File: config.mk
export PLATFORM = sky130hd
export DESIGN_NAME = instruction_decode
export DESIGN_NICKNAME = d
export VERILOG_FILES = /design/src/rtl/mips_pkg.sv /design/src/rtl/register_file.sv /design/src/rtl/instruction_decode.sv
export SDC_FILE = /design/constraint.sdc
export NUM_CORES = 2
export LEC_CHECK = 0
export CORE_ASPECT_RATIO = 0.8
export CORE_MARGIN = 2
export CORE_UTILIZATION = 50
export CTS_BUF_LIST = sky130_fd_sc_hd__clkbuf_16
export DETAILED_ROUTE_END_ITERATION = 10
export PLACE_DENSITY = 0.75
export SYNTH_ARGS = -nofsm -noshare
export SYNTH_HDL_FRONTEND = slang
export SYNTH_SLANG_ARGS = --single-unit
export TNS_END_PERCENT = 10
File: constraint.sdc
create_clock -name clk -period 3.4 [get_ports clk]
set_input_delay 0.34 -clock clk [delete_from_list [all_inputs] [get_ports clk]]
set_output_delay 0.34 -clock clk [all_outputs]
set_load 0.03 [all_outputs]
File: src/rtl/mips_pkg.sv
// mips_pkg: shared MIPS32 decode constants, ALU operation enum and ID/EX control bundle.
//   OP_*     : primary opcode values accepted by the ID stage
//   FN_*     : R-type funct values accepted by the ID stage
//   alu_op_e : ALU operation code carried to EX
//   ctrl_t   : ID/EX control bundle, CTRL_W bits wide
package mips_pkg;
    localparam logic [5:0] OP_RTYPE = 6'h00;
    localparam logic [5:0] OP_ADDI  = 6'h08;
    localparam logic [5:0] OP_LW    = 6'h23;
    localparam logic [5:0] OP_SW    = 6'h2B;
    localparam logic [5:0] FN_ADD = 6'h20;
    localparam logic [5:0] FN_SUB = 6'h22;
    localparam logic [5:0] FN_AND = 6'h24;
    localparam logic [5:0] FN_OR  = 6'h25;
    localparam logic [5:0] FN_SLT = 6'h2A;
    localparam logic [5:0] FN_SLL = 6'h00;
    typedef enum logic [3:0] {
        ALU_ADD = 4'd0,
        ALU_SUB = 4'd1,
        ALU_AND = 4'd2,
        ALU_OR  = 4'd3,
        ALU_SLT = 4'd4,
        ALU_SLL = 4'd5
    } alu_op_e;
    typedef struct packed {
        alu_op_e alu_op;
        logic    alu_src;
        logic    reg_write;
        logic    mem_read;
        logic    mem_write;
        logic    mem_to_reg;
    } ctrl_t;
    localparam int CTRL_W = $bits(ctrl_t);
endpackage

File: src/rtl/register_file.sv
// register_file: 32x32 register file, two async read ports with write-through bypass, one sync write port.
//   clk, reset           : clock, synchronous active-high clear of all registers
//   rs_addr_i, rt_addr_i : read addresses
//   rs_data_o, rt_data_o : read data; r0 reads 0, a same-cycle write to the address is returned
//   we_i, waddr_i, wdata_i : write port, writes to r0 are dropped
module register_file (
    input  logic        clk,
    input  logic        reset,
    input  logic [4:0]  rs_addr_i,
    input  logic [4:0]  rt_addr_i,
    output logic [31:0] rs_data_o,
    output logic [31:0] rt_data_o,
    input  logic        we_i,
    input  logic [4:0]  waddr_i,
    input  logic [31:0] wdata_i
);
    logic [31:0] regs_q [32];
    assign rs_data_o = rs_addr_i == 5'd0 ? 32'd0 : (we_i && rs_addr_i == waddr_i) ? wdata_i : regs_q[rs_addr_i];
    assign rt_data_o = rt_addr_i == 5'd0 ? 32'd0 : (we_i && rt_addr_i == waddr_i) ? wdata_i : regs_q[rt_addr_i];
    always_ff @(posedge clk) begin
        if (reset) begin
            for (int i = 0; i < 32; i++) regs_q[i] <= '0;
        end else if (we_i && waddr_i != 5'd0) begin
            regs_q[waddr_i] <= wdata_i;
        end
    end
endmodule

File: src/rtl/instruction_decode.sv
// instruction_decode: MIPS32 ID stage with register file, load-use hazard detection and ID/EX register.
//   clk, reset                 : clock, synchronous active-high reset
//   if_id_instr, if_id_pc      : instruction and PC from IF/ID
//   wb_we, wb_addr, wb_data    : register-file write port driven by WB
//   stall                      : combinational load-use hazard, IF/ID must hold while high
//   illegal                    : current ID/EX slot came from an unsupported instruction
//   id_ex_*                    : ID/EX pipeline register contents
module instruction_decode
    import mips_pkg::*;
#(
    parameter int WARMUP = 2,
    parameter int PC_W   = 10
) (
    input  logic            clk,
    input  logic            reset,
    input  logic [31:0]     if_id_instr,
    input  logic [PC_W-1:0] if_id_pc,
    input  logic            wb_we,
    input  logic [4:0]      wb_addr,
    input  logic [31:0]     wb_data,
    output logic            stall,
    output logic            illegal,
    output logic            id_ex_valid,
    output logic [PC_W-1:0] id_ex_pc,
    output logic [31:0]     id_ex_rs_data,
    output logic [31:0]     id_ex_rt_data,
    output logic [31:0]     id_ex_imm,
    output logic [4:0]      id_ex_shamt,
    output logic [4:0]      id_ex_rs,
    output logic [4:0]      id_ex_rt,
    output logic [4:0]      id_ex_dest,
    output logic [3:0]      id_ex_alu_op,
    output logic            id_ex_alu_src,
    output logic            id_ex_reg_write,
    output logic            id_ex_mem_read,
    output logic            id_ex_mem_write,
    output logic            id_ex_mem_to_reg
);
    localparam int CW = $clog2(WARMUP + 2);
    logic [5:0] opcode, funct;
    logic [4:0] rs, rt, rd;
    logic [31:0] rs_data, rt_data, imm_d;
    ctrl_t ctrl_d, ctrl_s;
    logic [4:0] dest_d;
    logic legal_d, reads_rt, accept, launch;
    logic [CW-1:0] warm_q;
    logic valid_q, illegal_q;
    logic [PC_W-1:0] pc_q;
    logic [31:0] rs_data_q, rt_data_q, imm_q;
    logic [4:0] shamt_q, rs_q, rt_q, dest_q;
    logic [CTRL_W-1:0] ctrl_q;
    assign opcode = if_id_instr[31:26];
    assign rs     = if_id_instr[25:21];
    assign rt     = if_id_instr[20:16];
    assign rd     = if_id_instr[15:11];
    assign funct  = if_id_instr[5:0];
    assign imm_d  = {{16{if_id_instr[15]}}, if_id_instr[15:0]};
    register_file u_rf (
        .clk       (clk),
        .reset     (reset),
        .rs_addr_i (rs),
        .rt_addr_i (rt),
        .rs_data_o (rs_data),
        .rt_data_o (rt_data),
        .we_i      (wb_we),
        .waddr_i   (wb_addr),
        .wdata_i   (wb_data)
    );
    always_comb begin
        ctrl_d  = '0;
        dest_d  = '0;
        legal_d = 1'b0;
        case (opcode)
            OP_RTYPE: begin
                legal_d = 1'b1;
                ctrl_d.reg_write = 1'b1;
                dest_d = rd;
                case (funct)
                    FN_ADD:  ctrl_d.alu_op = ALU_ADD;
                    FN_SUB:  ctrl_d.alu_op = ALU_SUB;
                    FN_AND:  ctrl_d.alu_op = ALU_AND;
                    FN_OR:   ctrl_d.alu_op = ALU_OR;
                    FN_SLT:  ctrl_d.alu_op = ALU_SLT;
                    FN_SLL:  ctrl_d.alu_op = ALU_SLL;
                    default: legal_d = 1'b0;
                endcase
            end
            OP_ADDI: begin
                legal_d = 1'b1;
                ctrl_d.alu_src = 1'b1;
                ctrl_d.reg_write = 1'b1;
                dest_d = rt;
            end
            OP_LW: begin
                legal_d = 1'b1;
                ctrl_d.alu_src = 1'b1;
                ctrl_d.reg_write = 1'b1;
                ctrl_d.mem_read = 1'b1;
                ctrl_d.mem_to_reg = 1'b1;
                dest_d = rt;
            end
            OP_SW: begin
                legal_d = 1'b1;
                ctrl_d.alu_src = 1'b1;
                ctrl_d.mem_write = 1'b1;
            end
            default: ;
        endcase
    end
    assign ctrl_s = ctrl_t'(ctrl_q);
    // Only R-type and sw consume rt as a source; I-type rt is a destination.
    assign reads_rt = opcode == OP_RTYPE || opcode == OP_SW;
    assign stall = valid_q && ctrl_s.mem_read && dest_q != 5'd0 &&
                   (dest_q == rs || (reads_rt && dest_q == rt));
    assign accept = warm_q == '0 && !stall;
    assign launch = accept && legal_d;
    always_ff @(posedge clk) begin
        if (reset) begin
            warm_q    <= CW'(WARMUP);
            valid_q   <= 1'b0;
            illegal_q <= 1'b0;
            pc_q      <= '0;
            rs_data_q <= '0;
            rt_data_q <= '0;
            imm_q     <= '0;
            shamt_q   <= '0;
            rs_q      <= '0;
            rt_q      <= '0;
            dest_q    <= '0;
            ctrl_q    <= '0;
        end else begin
            warm_q    <= warm_q != '0 ? warm_q - CW'(1) : '0;
            valid_q   <= launch;
            illegal_q <= accept && !legal_d;
            pc_q      <= launch ? if_id_pc : '0;
            rs_data_q <= launch ? rs_data : '0;
            rt_data_q <= launch ? rt_data : '0;
            imm_q     <= launch ? imm_d : '0;
            shamt_q   <= launch ? if_id_instr[10:6] : '0;
            rs_q      <= launch ? rs : '0;
            rt_q      <= launch ? rt : '0;
            dest_q    <= launch ? dest_d : '0;
            ctrl_q    <= launch ? ctrl_d : '0;
        end
    end
    assign illegal          = illegal_q;
    assign id_ex_valid      = valid_q;
    assign id_ex_pc         = pc_q;
    assign id_ex_rs_data    = rs_data_q;
    assign id_ex_rt_data    = rt_data_q;
    assign id_ex_imm        = imm_q;
    assign id_ex_shamt      = shamt_q;
    assign id_ex_rs         = rs_q;
    assign id_ex_rt         = rt_q;
    assign id_ex_dest       = dest_q;
    assign id_ex_alu_op     = ctrl_s.alu_op;
    assign id_ex_alu_src    = ctrl_s.alu_src;
    assign id_ex_reg_write  = ctrl_s.reg_write;
    assign id_ex_mem_read   = ctrl_s.mem_read;
    assign id_ex_mem_write  = ctrl_s.mem_write;
    assign id_ex_mem_to_reg = ctrl_s.mem_to_reg;
endmodule

=== After elaboration in Yosys (flattened, before gate mapping) ===
Memory sizes are Yosys's and may differ from the RTL's. A register that Yosys moved wholly into a read port is not among the register bits.
Cells that the tools add are included.

* Register bits after elaboration: 59
* Memory bits (writable): 1024
* Bits of input ports: 82
* Output and inout port bits: 138
* Word-level logic and storage cells: 74
* Memories kept: 1

* Add/sub/neg operators: 1
* Equality and inequality tests: 10
* Muxes and demuxes: 17
* Bitwise operators: 3
* Reduce and logical (&&, ||, !) cells: 30

{| class="wikitable"
|+ Memories
! name !! words !! width !! rd ports !! clocked after memory_dff !! write ports !! RTL line !! text
|-
| u_rf.regs_q || 32 || 32 || 2 || 2 || 32 || register_file.sv:17 || <nowiki>logic [31:0] regs_q [32];</nowiki>
|}

{| class="wikitable"
|+ Operators with widths
! cell !! count
|-
| equality test 6 bit, second input constant || 7
|-
| two-way mux 32 bit || 1
|-
| OR reduction 32 bit || 1
|-
| case mux 3 bit (5 select lines) || 1
|-
| OR reduction 3 bit || 5
|-
| zero test 6 bit || 2
|-
| two-way mux 1 bit || 11
|-
| equality test 5 bit || 2
|-
| zero test 5 bit || 2
|-
| case mux 5 bit (2 select lines) || 1
|-
| nonzero test 5 bit || 2
|-
| logical AND 1 bit || 8
|-
| equality test 6 x 4 -> 1 bit, second input constant || 1
|-
| OR reduction 2 bit || 3
|-
| OR reduction 6 bit || 1
|-
| two-way mux 5 bit || 1
|-
| inverter 1 bit || 3
|-
| zero test 1 bit || 2
|-
| zero test 2 bit || 1
|-
| logical OR 1 bit || 2
|-
| two-way mux 2 bit || 1
|-
| case mux 1 bit (2 select lines) || 1
|-
| nonzero test 2 bit || 1
|-
| subtractor 2 x 1 -> 2 bit, second input constant || 1
|}

=== Logic depth before layout (Yosys ltp) ===
* Word-level depth: 10
* Depth in mapped cells: 10
* Mapped depth without buffers: 7

=== Hierarchy ===
From an unflattened synthesis, not the netlist that was laid out.

* Cells, all modules: 4076
* Area total of the unflattened synthesis: 58589.9 µm²

{| class="wikitable"
|+ By module, submodules not included
! module !! instances !! cells each !! area an instance (µm²) !! seq. area each (µm²)
|-
| register_file || 1 || 3740 || 54723.7 || 30749.5
|-
| instruction_decode || 1 || 336 || 3866.2 || 2322.2
|}

=== Worst setup path after synthesis ===
Ideal clock, no wire load.

* Kind: input to register
* Start: in if_id_instr[27]
* End: reg rs_data_q[1] (netlist: id_ex_rs_data[1]) (read register of u_rf.regs_q)
* Library setup time: 0.117 ns
* Data arrival time: 2.207 ns
* Required time: 3.283 ns
* Slack: 1.076 ns
* Stages on the path: 8
* Path buffers: 2
* Cells stage by stage: or4_4 > nand2_1 > nand4_1 > a21oi_2 > and4bb_1 > clkbuf_1 > buf_2 > a22o_1

* Word-level cells in the longest chain between the ends: 10
* Elaborated cells between the ends (all ways): 15
* Classes of those cells: eq/ne: 3; mux: 1; bitwise: 1; reduce/logical: 10

{| class="wikitable"
|+ Ends and longest elaborated chain
! element !! RTL line !! text
|-
| from (decl) || instruction_decode.sv:16 || <nowiki>input logic [31:0] if_id_instr,</nowiki>
|-
| equality test 6 bit / zero test 6 bit (equally long branches) || instruction_decode.sv:112 || <nowiki>assign reads_rt = opcode == OP_RTYPE || opcode == OP_SW;</nowiki>
|-
| logical OR 1 bit * || instruction_decode.sv:112 ||
|-
| logical AND 1 bit * || instruction_decode.sv:114 || <nowiki>(dest_q == rs || (reads_rt && dest_q == rt));</nowiki>
|-
| logical OR 1 bit * || instruction_decode.sv:114 ||
|-
| logical AND 1 bit * || instruction_decode.sv:113 || <nowiki>assign stall = valid_q && ctrl_s.mem_read && dest_q != 5'd0 &&</nowiki>
|-
| net stall || instruction_decode.sv:21 || <nowiki>output logic stall,</nowiki>
|-
| zero test 1 bit * || instruction_decode.sv:115 || <nowiki>assign accept = warm_q == '0 && !stall;</nowiki>
|-
| logical AND 1 bit * || instruction_decode.sv:115 ||
|-
| logical AND 1 bit * || instruction_decode.sv:116 || <nowiki>assign launch = accept && legal_d;</nowiki>
|-
| inverter 1 bit (no source line) * || -- ||
|-
| OR reduction 3 bit (no source line) * || -- ||
|-
| to (decl) || instruction_decode.sv:49 || <nowiki>logic [31:0] rs_data_q, rt_data_q, imm_q;</nowiki>
|}

Mark *: on every way through the listed nets, which the timed path passes. The rest lies on a longest branch.
A chain may end at the register's enable or synchronous reset.

=== Worst setup path in the final report ===
* Start: reg dest_q[0] (netlist: id_ex_dest[0])
* End: out stall

* Word-level cells in the longest chain between the ends: 4
* Elaborated cells between the ends (all ways): 7
* Classes of those cells: eq/ne: 2; reduce/logical: 5

{| class="wikitable"
|+ Ends and longest elaborated chain
! element !! RTL line !! text
|-
| from (decl) || instruction_decode.sv:50 || <nowiki>logic [4:0] shamt_q, rs_q, rt_q, dest_q;</nowiki>
|-
| from (signal assigned) || instruction_decode.sv:142 || <nowiki>dest_q <= launch ? dest_d : '0;</nowiki>
|-
| equality test 5 bit || instruction_decode.sv:114 ||
|-
| logical AND 1 bit || instruction_decode.sv:114 ||
|-
| logical OR 1 bit || instruction_decode.sv:114 ||
|-
| logical AND 1 bit * || instruction_decode.sv:113 ||
|-
| to (decl) || instruction_decode.sv:21 ||
|}

Mark *: on every way between the ends. The rest lies on a longest branch, timed or not.

==> run metrics <==
fmax 373 MHz; Die X 387 µm; die area 120,000 µm²; Main synth FF type edfxtp_1; commonest non-fill, non-tap cell in the layout and2_1; share of the synthesized area in the top cell type 0.524; Tot GR Track Use 0.343; critical path's top delay family flip-flops; CTS buffer count 116; Global Route met1 Usage 0.450; LEAKAGE 24.6 nW; cells along the critical path xor2_1 > nor4_1 > nand4_1 > a21oi_2 > buf_4; Final min period 2.68 ns; RSZ-0062 raised after global routing no; Avg WL per Cell 34.0 µm; clock tree sinks 1,140; cts repair resizes 0; P per Cell Area 487 nW/µm²; core footprint 116,000 µm²; M3 GR Usage 0.116; DRT Pass-1 Iters 9; Pins Over Slew Limit 0; H-tree depth 3; clk buf depth 3; Synth area leader edfxtp_1; # IOs 220; Worst Path Max Fanout 6; Critical Path AT 2.34 ns; clock latency on the worst-skew pair 0.76 ns; layer with the highest usage met2; routability cong. 0.937; Post-Syn Area per Cell 13.4 µm²; Critical path buffers and inverters 1; Die H 310 µm; Clk pin slew, worst setup/hold paths 0.06 ns; setup violators final 0; detailed placement HPWL 127 mm; Post-CTS Setup Bufs 0; library cells used by synthesis 57; Seq cells post-synth 1,140; Final Hold Fails 0; Critical Path RT 3.06 ns; first-pass GRT wire length 293 mm; largest net degree at the start of global routing 65; status finished clean; startpoint type of the worst setup path register; mapped cell area 58,700 µm²; period utilisation layout 0.789; Worst slew margin 0.0238; most frequent cells in the layout and2_1, edfxtp_1, mux2i_1; Final nets 4,583; met2 Use GR 0.510; Area growth, synth to finish 14.8%; antenna violations before repair 13; Setup Skew 0.0216 ns; Residual DRC 0; Port Buf Inserts 218; Critical Path Max Stage Delay 0.47 ns; ANT nets after route 0; Slowest-stage cell, CP dfxtp_1; Detailed Route Iter0 Violations 7,396; Setup TNS 0 ns; CP endpoint kind output port; Crit Path Category reg2out; maximum VDD drop 423 µV; Starting Density 0.504; Synth Warn # 0; Total Wirelength 209 mm; sequential share of the synthesized area 0.564; drt via density 6.78; routed via count 41,674; CTS tree yes; Hold Path Class in2reg; hold slack 0.0746 ns; EDFF count, synth 1,024; Hold-fix buffers, CTS 0; vias in the first global route 40,342; synth top area cells edfxtp_1, and2_1, mux2i_1, mux4_2, dfxtp_1; fraction of layout cells with a size suffix above 1 0.165; Row Count 112; Root Buffer clkbuf_16; synthesized instance count 4,375; max cap viols 0; Overflow after GRT 0; asr flop ratio synth 0; Least-Margin Pin Slew 1.46 ns
==> state kept, by name (all words and copies together) (netlist names) <==
| register | flops |
|---|---|
| id_ex_rs_data | 32 |
| id_ex_rt_data | 32 |
| illegal | 1 |
| id_ex_rs | 5 |
| ctrl_q | 7 |
| id_ex_valid | 1 |
| warm_q | 2 |
| u_rf.regs_q | 1024 |
| id_ex_rt | 5 |
| id_ex_imm | 16 |
| id_ex_pc | 10 |
| id_ex_dest | 5 |
==> cells by family after synthesis <==
family,Yosys count,share of synthesized area
other cells,1,0.0000639
flops,1140,0.564
compound gates,488,0.0625
mux,828,0.190
xor+xnor,20,0.00299
simple gates,1427,0.147
buf+inv,471,0.0339
==> cell type report <==
class                           count  area [µm²]
Sequential cell                  1140       33100
Inverter                            3        11.3
Fill cell                        8818       49100
Multi-Input combinational cell   2796       24100
Antenna cell                        6        15.0
Timing Repair Buffer              444        4530
Tap cell                         1539        1930
Clock buffer                      120        3000
Clock inverter                     99         733
==> worst paths after layout <==
check                                         startpoint                      endpoint  slack [ns]  cells past startpoint
worst max-delay path            id_ex_dest[0]$_SDFF_PP0_                         stall        0.72                      5
worst max register to register  id_ex_dest[1]$_SDFF_PP0_  id_ex_rs_data[10]$_SDFF_PP0_        0.75                      5
worst min register to register      warm_q[0]$_SDFF_PP0_          warm_q[0]$_SDFF_PP0_        0.44                      1
worst min-delay path                     if_id_instr[21]        id_ex_rs[0]$_SDFF_PP0_        0.07                      2
==> metal layers <==
| layer | vias to the layer above | wire length, µm |
|---|---|---|
| li1 | 16637 | - |
| met1 | 20744 | 74900 |
| met2 | 3520 | 90700 |
| met3 | 759 | 31300 |
| met4 | 14 | 11600 |
| met5 | - | 194 |
==> where the power goes <==
| part | internal [mW] | switching (mW) | leakage (nW) |
|---|---|---|---|
| logic | 1.41 | 2.25 | 12.0 |
| registers | 16.0 | 0.398 | 10.7 |
| clock network | 7.18 | 5.63 | 1.93 |
| total | 24.5 | 8.28 | 24.6 |
==> metrics by stage <==
stage,setup slack (ns),std cells,cell area [µm²],utilization,total power [mW]
floorplan,1.08,4407,58800,-,18.6
global placement,0.334,5922,63600,0.546,20.0
detailed placement,0.257,5922,63600,0.546,20.1
CTS,0.725,6141,67300,0.578,32.7
global route,0.596,6141,67300,0.578,33.5
finish,0.719,6147,67400,0.578,32.8
==> Yosys cell counts, types with 31 or more instances <==
cell      instances
o221ai_1         31
nand3_1         104
a22o_1           64
edfxtp_1       1024
a22oi_1         188
and2_1         1028
a21oi_1          66
nand2_1          46
clkbuf_1        335
nor2b_1          41
buf_2            88
and3_1           31
nand4_1          39
or2_2            32
a32oi_1          34
mux4_2          230
nor2_1           55
mux2i_1         598
o21ai_0          34
dfxtp_1         116
No activity file was read; power rests on OpenSTA's default activity.
